[src/rtl/engine_arbiter.sv]
// engine_arbiter: round-robin sharing of one computation engine among N
// requesters, with start/done sequencing and a BUSY-state watchdog.
module engine_arbiter #(
   parameter int N   = 4,
   parameter int DW  = 8,
   parameter int RW  = 16,
   parameter int TMO = 64
) (
   input  logic            clk,
   input  logic            rst,
   input  logic [N-1:0]    req,
   input  logic [N*DW-1:0] opnd,
   output logic [N-1:0]    gnt,
   output logic [N-1:0]    ack,
   output logic [RW-1:0]   res,
   output logic            err,
   output logic            busy,
   output logic            engStart,
   output logic [DW-1:0]   engOpnd,
   input  logic            engDone,
   input  logic [RW-1:0]   engRes
);
   localparam int PW = (N > 1) ? $clog2(N) : 1;
   localparam int TW = (TMO > 1) ? $clog2(TMO) : 1;
   localparam logic [PW-1:0] LAST = PW'(N - 1);
   localparam logic [TW-1:0] TLIM = TW'(TMO - 1);
   localparam logic [PW:0]   NW   = (PW + 1)'(N);

   typedef enum logic [1:0] {IDLE, START, BUSY, RESP} state_t;

   state_t        state_q, state_d;
   logic [PW-1:0] ptr_q, ptr_d;
   logic [PW-1:0] sel_q, sel_d;
   logic [TW-1:0] timer_q, timer_d;
   logic [RW-1:0] res_q, res_d;
   logic          err_q, err_d;
   logic [DW-1:0] opnd_q, opnd_d;

   logic          hit;
   logic [PW-1:0] pick;
   logic [DW-1:0] pick_opnd;
   logic [N-1:0]  sel_oh;

   // Scan ptr, ptr+1, ... wrapping, and take the first active request.
   always_comb begin
      logic [PW:0] sum;
      logic [PW-1:0] cand;
      hit  = 1'b0;
      pick = '0;
      sum  = '0;
      cand = '0;
      for (int k = 0; k < N; k++) begin
         sum = {1'b0, ptr_q} + (PW + 1)'(k);
         if (sum >= NW) begin
            sum = sum - NW;
         end
         cand = sum[PW-1:0];
         if (!hit && req[cand]) begin
            hit  = 1'b1;
            pick = cand;
         end
      end
   end

   always_comb begin
      pick_opnd = '0;
      for (int i = 0; i < N; i++) begin
         if (pick == PW'(i)) begin
            pick_opnd = opnd[i*DW +: DW];
         end
      end
   end

   always_comb begin
      sel_oh = '0;
      for (int i = 0; i < N; i++) begin
         sel_oh[i] = (sel_q == PW'(i));
      end
   end

   always_comb begin
      state_d = state_q;
      ptr_d   = ptr_q;
      sel_d   = sel_q;
      timer_d = timer_q;
      res_d   = res_q;
      err_d   = err_q;
      opnd_d  = opnd_q;
      unique case (state_q)
         IDLE: begin
            if (hit) begin
               state_d = START;
               sel_d   = pick;
               opnd_d  = pick_opnd;
               timer_d = '0;
            end
         end
         START: begin
            state_d = BUSY;
         end
         BUSY: begin
            timer_d = timer_q + TW'(1);
            // A done arriving on the last allowed cycle still counts as success.
            if (engDone) begin
               res_d   = engRes;
               err_d   = 1'b0;
               state_d = RESP;
            end else if (timer_q == TLIM) begin
               res_d   = '0;
               err_d   = 1'b1;
               state_d = RESP;
            end
         end
         RESP: begin
            ptr_d   = (sel_q == LAST) ? '0 : sel_q + PW'(1);
            state_d = IDLE;
         end
      endcase
   end

   always_ff @(posedge clk) begin
      if (rst) begin
         state_q <= IDLE;
         ptr_q   <= '0;
         sel_q   <= '0;
         timer_q <= '0;
         res_q   <= '0;
         err_q   <= 1'b0;
         opnd_q  <= '0;
      end else begin
         state_q <= state_d;
         ptr_q   <= ptr_d;
         sel_q   <= sel_d;
         timer_q <= timer_d;
         res_q   <= res_d;
         err_q   <= err_d;
         opnd_q  <= opnd_d;
      end
   end

   assign gnt      = (state_q != IDLE) ? sel_oh : '0;
   assign ack      = (state_q == RESP) ? sel_oh : '0;
   assign busy     = (state_q != IDLE);
   assign engStart = (state_q == START);
   assign res      = res_q;
   assign err      = err_q;
   assign engOpnd  = opnd_q;

endmodule

[config.mk]
export PLATFORM = sky130hd
export DESIGN_NAME = engine_arbiter
export DESIGN_NICKNAME = d
export VERILOG_FILES = /design/src/rtl/engine_arbiter.sv
export SDC_FILE = /design/constraint.sdc
export NUM_CORES = 1
export LEC_CHECK = 0
export ABC_AREA = 1
export CAP_MARGIN = 20
export CORE_MARGIN = 2
export CORE_UTILIZATION = 43
export DETAILED_ROUTE_END_ITERATION = 10
export PLACE_DENSITY_LB_ADDON = 0.3
export SYNTH_ARGS = -nofsm -noshare
export SYNTH_HDL_FRONTEND = slang
export SYNTH_SLANG_ARGS = --single-unit
[constraint.sdc]
create_clock -name clk -period 2.3 [get_ports clk]
set_clock_uncertainty 0.05 [all_clocks]
set_input_delay 0.23 -clock clk [delete_from_list [all_inputs] [get_ports clk]]
set_output_delay 0.23 -clock clk [all_outputs]
set_load 0.01 [all_outputs]
==> impl_metrics.ini, run 1 <==
[critical_path]
crit_slowest_cell = clkdlybuf4s50_1
cp.arrival_ns = 1.72
crit_start = state_q[0]
r2r-end = engOpnd[0]
crit_path_max_incr_delay_ns = 0.54
cp-end-kind = primary output
cp_num_buf_inv = 2
reg2reg_from = ptr_q[0]
crit_family = buffers and inverters
required_ns = 2.02
path_class = reg2out
worst-r2r-cell-count = 12
worstPathCellList = inv_1 > ha_1 > nor2_1 > clkdlybuf4s50_1
r2r_slack_ns = 0.30
startpoint_type = flop
cp_max_fo = 8

[grt]
antenna_found_initial = 0
grt_max_degree = 29
first_global_vias = 2139
grt_pass1_wl_mm = 9.163
grt.overflow.total = 0
globalRouteTotalUtil_pct = 20.50

[job]
max_cap_viol_count = 0

[sta]
relSlewSlack_pct = 66.44
clock.fmax_mhz = 499.2
worst_hold_slack_ns = 0.4146
rsz0062_at_grt = no
hold_viol = 0
setup_viol = 0
setup_ws_ns = 0.2969
post-route-min-period_ns = 2.003
final.setup.tns_ns = 0
tightestPinTransition_ns = 0.5022
fin_crit_sh_pct = 87.09
slew_viol_final = 0

[yosys]
yosys-top-cells-area = dfxtp_1 (34%), nand2_1 (19%), a21oi_1 (6.1%)
synth_area_sq_mm = 0.002201
seq_area_frac_synth_pct = 33.66
synth_common_cells = nand2_1 (113), dfxtp_1 (37), inv_1 (33)
synth_nets = 394
yosysUniqueCellTypes = 28
yosys.area.top_type_share_pct = 33.66
yosysWarningCount = 0
synth_top_flop_cell = dfxtp_1
synthAdderAreaFrac_pct = 5.117
yosys.area.top_type = dfxtp_1
synth_xor_area_share_pct = 0.3980
syn_inst = 330
synth_top_family_by_area = simple AND/OR/NAND/NOR gates
synth-seq-cells = 37
synth_compound_area_share_pct = 14.89
synthSimpleGateAreaFrac_pct = 35.36
synth_mux_area_share_pct = 0
synth.most_common_cell = nand2_1
ys_async_sr_fraction_pct = 0
avgSynthCellArea_sq_um = 6.669
synth_edf_count = 0

[clocking]
clock_path_buffers = 2
numClockSinks = 37
clk_latency_ns = 0.29
path_clk_slew_ns = 0.08
cts_tree = done
cts_hold_buf = 0
cts-root-buf = clkbuf_8
cts_buffers = 5
htree_levels = 2

[floorplan]
core_area_sq_mm = 0.005010
die_x_microns = 75.54
fp-row-count = 26
dieHeight_microns = 75.54
ioPinCount = 90
die-area_sq_mm = 0.005706
start_util_pct = 43.93

[drt]
num_vias = 2347
post_drt_wl_per_cell_microns = 11.22
vias_per_cell = 4.790
first_pass_iters = 6
drcViolationCount = 0
ant_nets = 0
finalWirelength_mm = 5.496
drtIter0Drc = 79

[worst_hold_path]
min-delay-start = res[6]
worstHoldPathCells = 2
hold_class = reg2reg
hold_end = res[6]

[cells_and_area]
utilization_pct = 65.16
diodes = 0
synthToLayoutAreaGrowth_pct = 48.32
finalNetCount = 483
drive_gt1_share_pct = 10.48

[placed_design]
post-place-ws_ns = 0.1298
routabilityCongestion = 0.8665
io_buffer_count = 89
hpwlAfterDp_mm = 4.144

[status]
outcome = complete, no violations

[power_and_ir_drop]
p_leak_nw = 1.370
pwr_density_cell_mw_per_mm2 = 1010
ir_drop_mv = 0.7166
## metal layers
layer | global-route usage (%) | wire length (microns) | vias up | share of wire [%]
met5 | 0 | 0 | - | 0
met1 | 26.41 | 2510 | 1030 | 46
met4 | 5.653 | 61 | 0 | 1.1
met2 | 33.82 | 2557 | 77 | 47
li1 | - | - | 1234 | -
met3 | 5.688 | 365 | 6 | 6.6
## power breakdown
part	leakage (nW)	switching (mW)	total [mW]	internal, mW
logic	1.01	1.02	1.82	0.796
registers	0.302	0.100	0.886	0.786
clock network	0.0574	0.241	0.593	0.353
total	1.37	1.36	3.30	1.93
## worst min-delay path, cell delays in order (launching register included)
cell     delay (ns)
dfxtp_1        0.31
nand2_1        0.06
a21oi_1        0.05
## metrics by stage
stage	instances	power [mW]	instance area (sq um)
3_3_place_gp	482	2.688	3143
5_1_grt	490	3.588	3264
3_5_place_dp	482	2.706	3143
2_1_floorplan	330	2.125	2201
4_1_cts	490	3.314	3263
6_report	490	3.295	3264
## layout make-up
type | count | area, sq um
fillers | 466 | 1745
multi-input cells | 241 | 1227
repair buffers | 93 | 933.4
flip-flops and latches | 37 | 742.0
inverters | 41 | 153.9
well taps | 70 | 87.58
clock buffers | 6 | 82.58
clock inverters | 2 | 37.54
## flip-flops by register name, indices dropped and copies added, names as in the netlist
register  cells
res          16
sel_q         2
state_q       2
timer_q       6
err           1
engOpnd       8
ptr_q         2
## kinds of logic (layout without fill, tap and decap cells)
| kind of cell | count (synthesis) | in the layout |
|---|---|---|
| buf+inv | 52 | 142 |
| compound gates | 55 | 55 |
| flops | 37 | 37 |
| fa+ha+maj | 9 | 9 |
| xor+xnor | 1 | 1 |
| simple gates | 176 | 176 |
## timing repair
item,4_1_cts,5_1_grt
buffers inserted,0,0
setup endpoints to repair,0,1
gates resized for setup,0,1
## how the worst max path moves through the flow
stage                       to  depth (start not counted)  slack (ns)
floorplan           engOpnd[2]                         13        0.57
global placement    engOpnd[1]                         13        0.17
detailed placement  engOpnd[0]                         13        0.13
CTS                 engOpnd[0]                         12        0.23
global route        engOpnd[2]                         15        0.10
finish                  gnt[0]                          4        0.30
## layout by cell type (no fill, tap or decap), types with 2 or more instances in the layout
cell and n:
buf_4 3, o21ai_0 10, o21ai_1 3, nand4_1 9
inv_2 7, nor3_1 2, nand2_2 8, o21ai_2 4
clkdlybuf4s50_1 89, ha_1 9, inv_1 33, clkbuf_8 6
a21oi_2 6, a21oi_1 27, nand2_1 113, a211oi_1 3
nor2_1 15, nor2_4 2, nand3_1 22, dfxtp_1 36
Power figures use the tool's default switching activity.
==> run 2, diff against run 1 <==
--- a/config.mk
+++ b/config.mk
@@ -5,10 +5,9 @@
 export SDC_FILE = /design/constraint.sdc
 export NUM_CORES = 1
 export LEC_CHECK = 0
-export ABC_AREA = 1
 export CAP_MARGIN = 20
 export CORE_MARGIN = 2
-export CORE_UTILIZATION = 43
+export CORE_UTILIZATION = 41
 export DETAILED_ROUTE_END_ITERATION = 10
 export PLACE_DENSITY_LB_ADDON = 0.3
 export SYNTH_ARGS = -nofsm -noshare
==> run 2 against run 1 <==
  * Total power decreased by 19%
  * Clock power increased by 12%
  * Sequential power decreased by 4.7%
  * First-iteration DRC count decreased by 43%
  * Core utilization increased by 2.3 points
  * Final cell count decreased by 29%
  * Combinational power decreased by 37%
  * Critical endpoint is now gnt[3]
  * Largest power group unchanged
==> impl_metrics.ini, run 2 <==
[status]
outcome = complete, no violations

[yosys]
yosysUniqueCellTypes = 41
synth_top_flop_cell = dfxtp_1
yosys.area.top_type = dfxtp_1
syn_inst = 207
synth_nets = 271
avgSynthCellArea_sq_um = 9.266
synth_common_cells = dfxtp_1 (37), nor2_1 (30), a22oi_1 (16)
synth_edf_count = 0
ys_async_sr_fraction_pct = 0
synth.most_common_cell = dfxtp_1
yosysWarningCount = 0
seq_area_frac_synth_pct = 38.62
yosys.area.top_type_share_pct = 38.62
synth_area_sq_mm = 0.001918
synth-seq-cells = 37
yosys-top-cells-area = dfxtp_1 (39%), mux2i_1 (7.3%), a22oi_1 (6.3%)

[cells_and_area]
largest_reg_flops = 16
final_common_cell = clkdlybuf4s50_1
finalNetCount = 360
diodes = 0
drive_gt1_share_pct = 7.744
synthToLayoutAreaGrowth_pct = 56.23
final_cell_mix = clkdlybuf4s50_1 (89), dfxtp_1 (37), nor2_1 (30), a22oi_1 (16), mux2i_1 (14)

[clocking]
htree_levels = 2
post_cts_resized = 0
clk_latency_ns = 0.29
path_clk_slew_ns = 0.08
cts_buffers = 5
cts_tree = done
cts_setup_buffers = 0
numClockSinks = 37
cts_hold_buf = 0
cts-root-buf = clkbuf_8
clock_path_buffers = 2

[drt]
post_drt_wl_per_cell_microns = 14.32
first_pass_iters = 4
num_vias = 1847
drcViolationCount = 0
finalWirelength_mm = 4.999
drtIter0Drc = 45
wl_met3_microns = 302
route.layer.met1.wl_mm = 2.099
vias_per_cell = 5.292
wl_met2_mm = 2.559
ant_nets = 0
top_layer = met4

[floorplan]
ioPinCount = 90
dieHeight_microns = 72.40
start_util_pct = 43.16
fp-row-count = 24
die-area_sq_mm = 0.005241
core_area_sq_mm = 0.004444
die_x_microns = 72.40

[sta]
tightestPinTransition_ns = 0.6852
worst_hold_slack_ns = 0.4249
final.setup.tns_ns = 0
setup_ws_ns = 0.2566
clock.fmax_mhz = 489.4
hold_viol = 0
post-route-min-period_ns = 2.043
rsz0062_at_grt = no
setup_viol = 0
fin_crit_sh_pct = 88.84
relSlewSlack_pct = 54.32
slew_viol_final = 0

[critical_path]
required_ns = 2.02
r2r_slack_ns = 0.43
crit_start = state_q[0]
path_class = reg2out
cp-end-kind = primary output
reg2reg_from = state_q[1]
cp.arrival_ns = 1.76
cp_max_fo = 10
worst-r2r-cell-count = 6
r2r-end = engOpnd[3]
startpoint_type = flop

[grt]
globalRouteTotalUtil_pct = 19.92
antenna_found_initial = 0
grt.overflow.total = 0
first_global_vias = 1821
grt_max_degree = 23
grt_pass1_wl_mm = 8.335

[power_and_ir_drop]
p_leak_nw = 1.137
ir_drop_mv = 0.7291
pwr_density_cell_mw_per_mm2 = 886.2
p_total_mw = 2.655

[placed_design]
routabilityCongestion = 0.7147
hpwlAfterDp_mm = 3.740
post-place-ws_ns = 0.2164
io_buffer_count = 89

[worst_hold_path]
min-delay-start = err
worstHoldPathCells = 2
hold_class = reg2reg
hold_end = err

[job]
max_cap_viol_count = 0
run 2: changes by cell type in the layout (fill, tap and decap cells not counted), sizes merged, moves of 7 or more:
cell and change:
a21oi -28, a22oi +16, and2 +7, inv -32, mux2i +14, nand2 -117
nand2b +11, nand3 -21, nand4 -7, nor2 +12, o21ai -14, o41ai +12
run 2: worst max-delay path by stage:
stage / endpoint
floorplan: engOpnd[1]
global placement: engOpnd[2]
detailed placement: engOpnd[3]
CTS: gnt[3]
global route: gnt[2]
finish: gnt[3]
run 2: layout make-up:
| cell class | instances | area (sq um) |
|---|---|---|
| Tap cell | 52 | 65.06 |
| Timing Repair Buffer | 94 | 940.9 |
| Clock inverter | 3 | 65.06 |
| Fill cell | 371 | 1448 |
| Clock buffer | 5 | 68.82 |
| Multi-Input combinational cell | 149 | 1082 |
| Inverter | 9 | 33.78 |
| Sequential cell | 37 | 740.7 |
run 2: layer usage:
metal  vias to the layer above  track usage, %
met3                         6           6.667
met5                         -               0
li1                        924               -
met1                       856           22.72
met2                        61           36.09
met4                         0           4.321
run 2: worst max-delay path: stages, from the launching register on:
cell and delay, ns:
dfxtp_1 0.38, inv_1 0.08, ha_1 0.33, nor2b_1 0.15, clkdlybuf4s50_1 0.54
run 2: cells by family (layout without fill, tap and decap cells):
| family | Yosys count | count (layout) | synth area share (%) |
|---|---|---|---|
| AO/OA/AOI/OAI | 53 | 53 | 22.77 |
| XOR/XNOR | 3 | 3 | 1.370 |
| adder cells (fa/ha/maj) | 9 | 9 | 5.871 |
| buffers and inverters | 21 | 111 | 4.957 |
| flip-flops | 37 | 37 | 38.62 |
| multiplexers | 15 | 15 | 7.893 |
| AND/OR/NAND/NOR | 69 | 69 | 18.53 |
run 2: power by group:
| part | total, mW | internal, mW | switching [mW] | leakage (nW) |
|---|---|---|---|---|
| Sequential | 0.844 | 0.766 | 0.0782 | 0.302 |
| Clock | 0.663 | 0.431 | 0.232 | 0.0681 |
| Combinational | 1.15 | 0.590 | 0.558 | 0.768 |
run 2: stage by stage:
step / utilization, % / std cells / cell area, sq um
global placement: 64.41 / 341 / 2863
floorplan: - / 207 / 1918
finish: 67.43 / 349 / 2997
CTS: 67.43 / 349 / 2997
global route: 67.43 / 349 / 2997
detailed placement: 64.41 / 341 / 2863
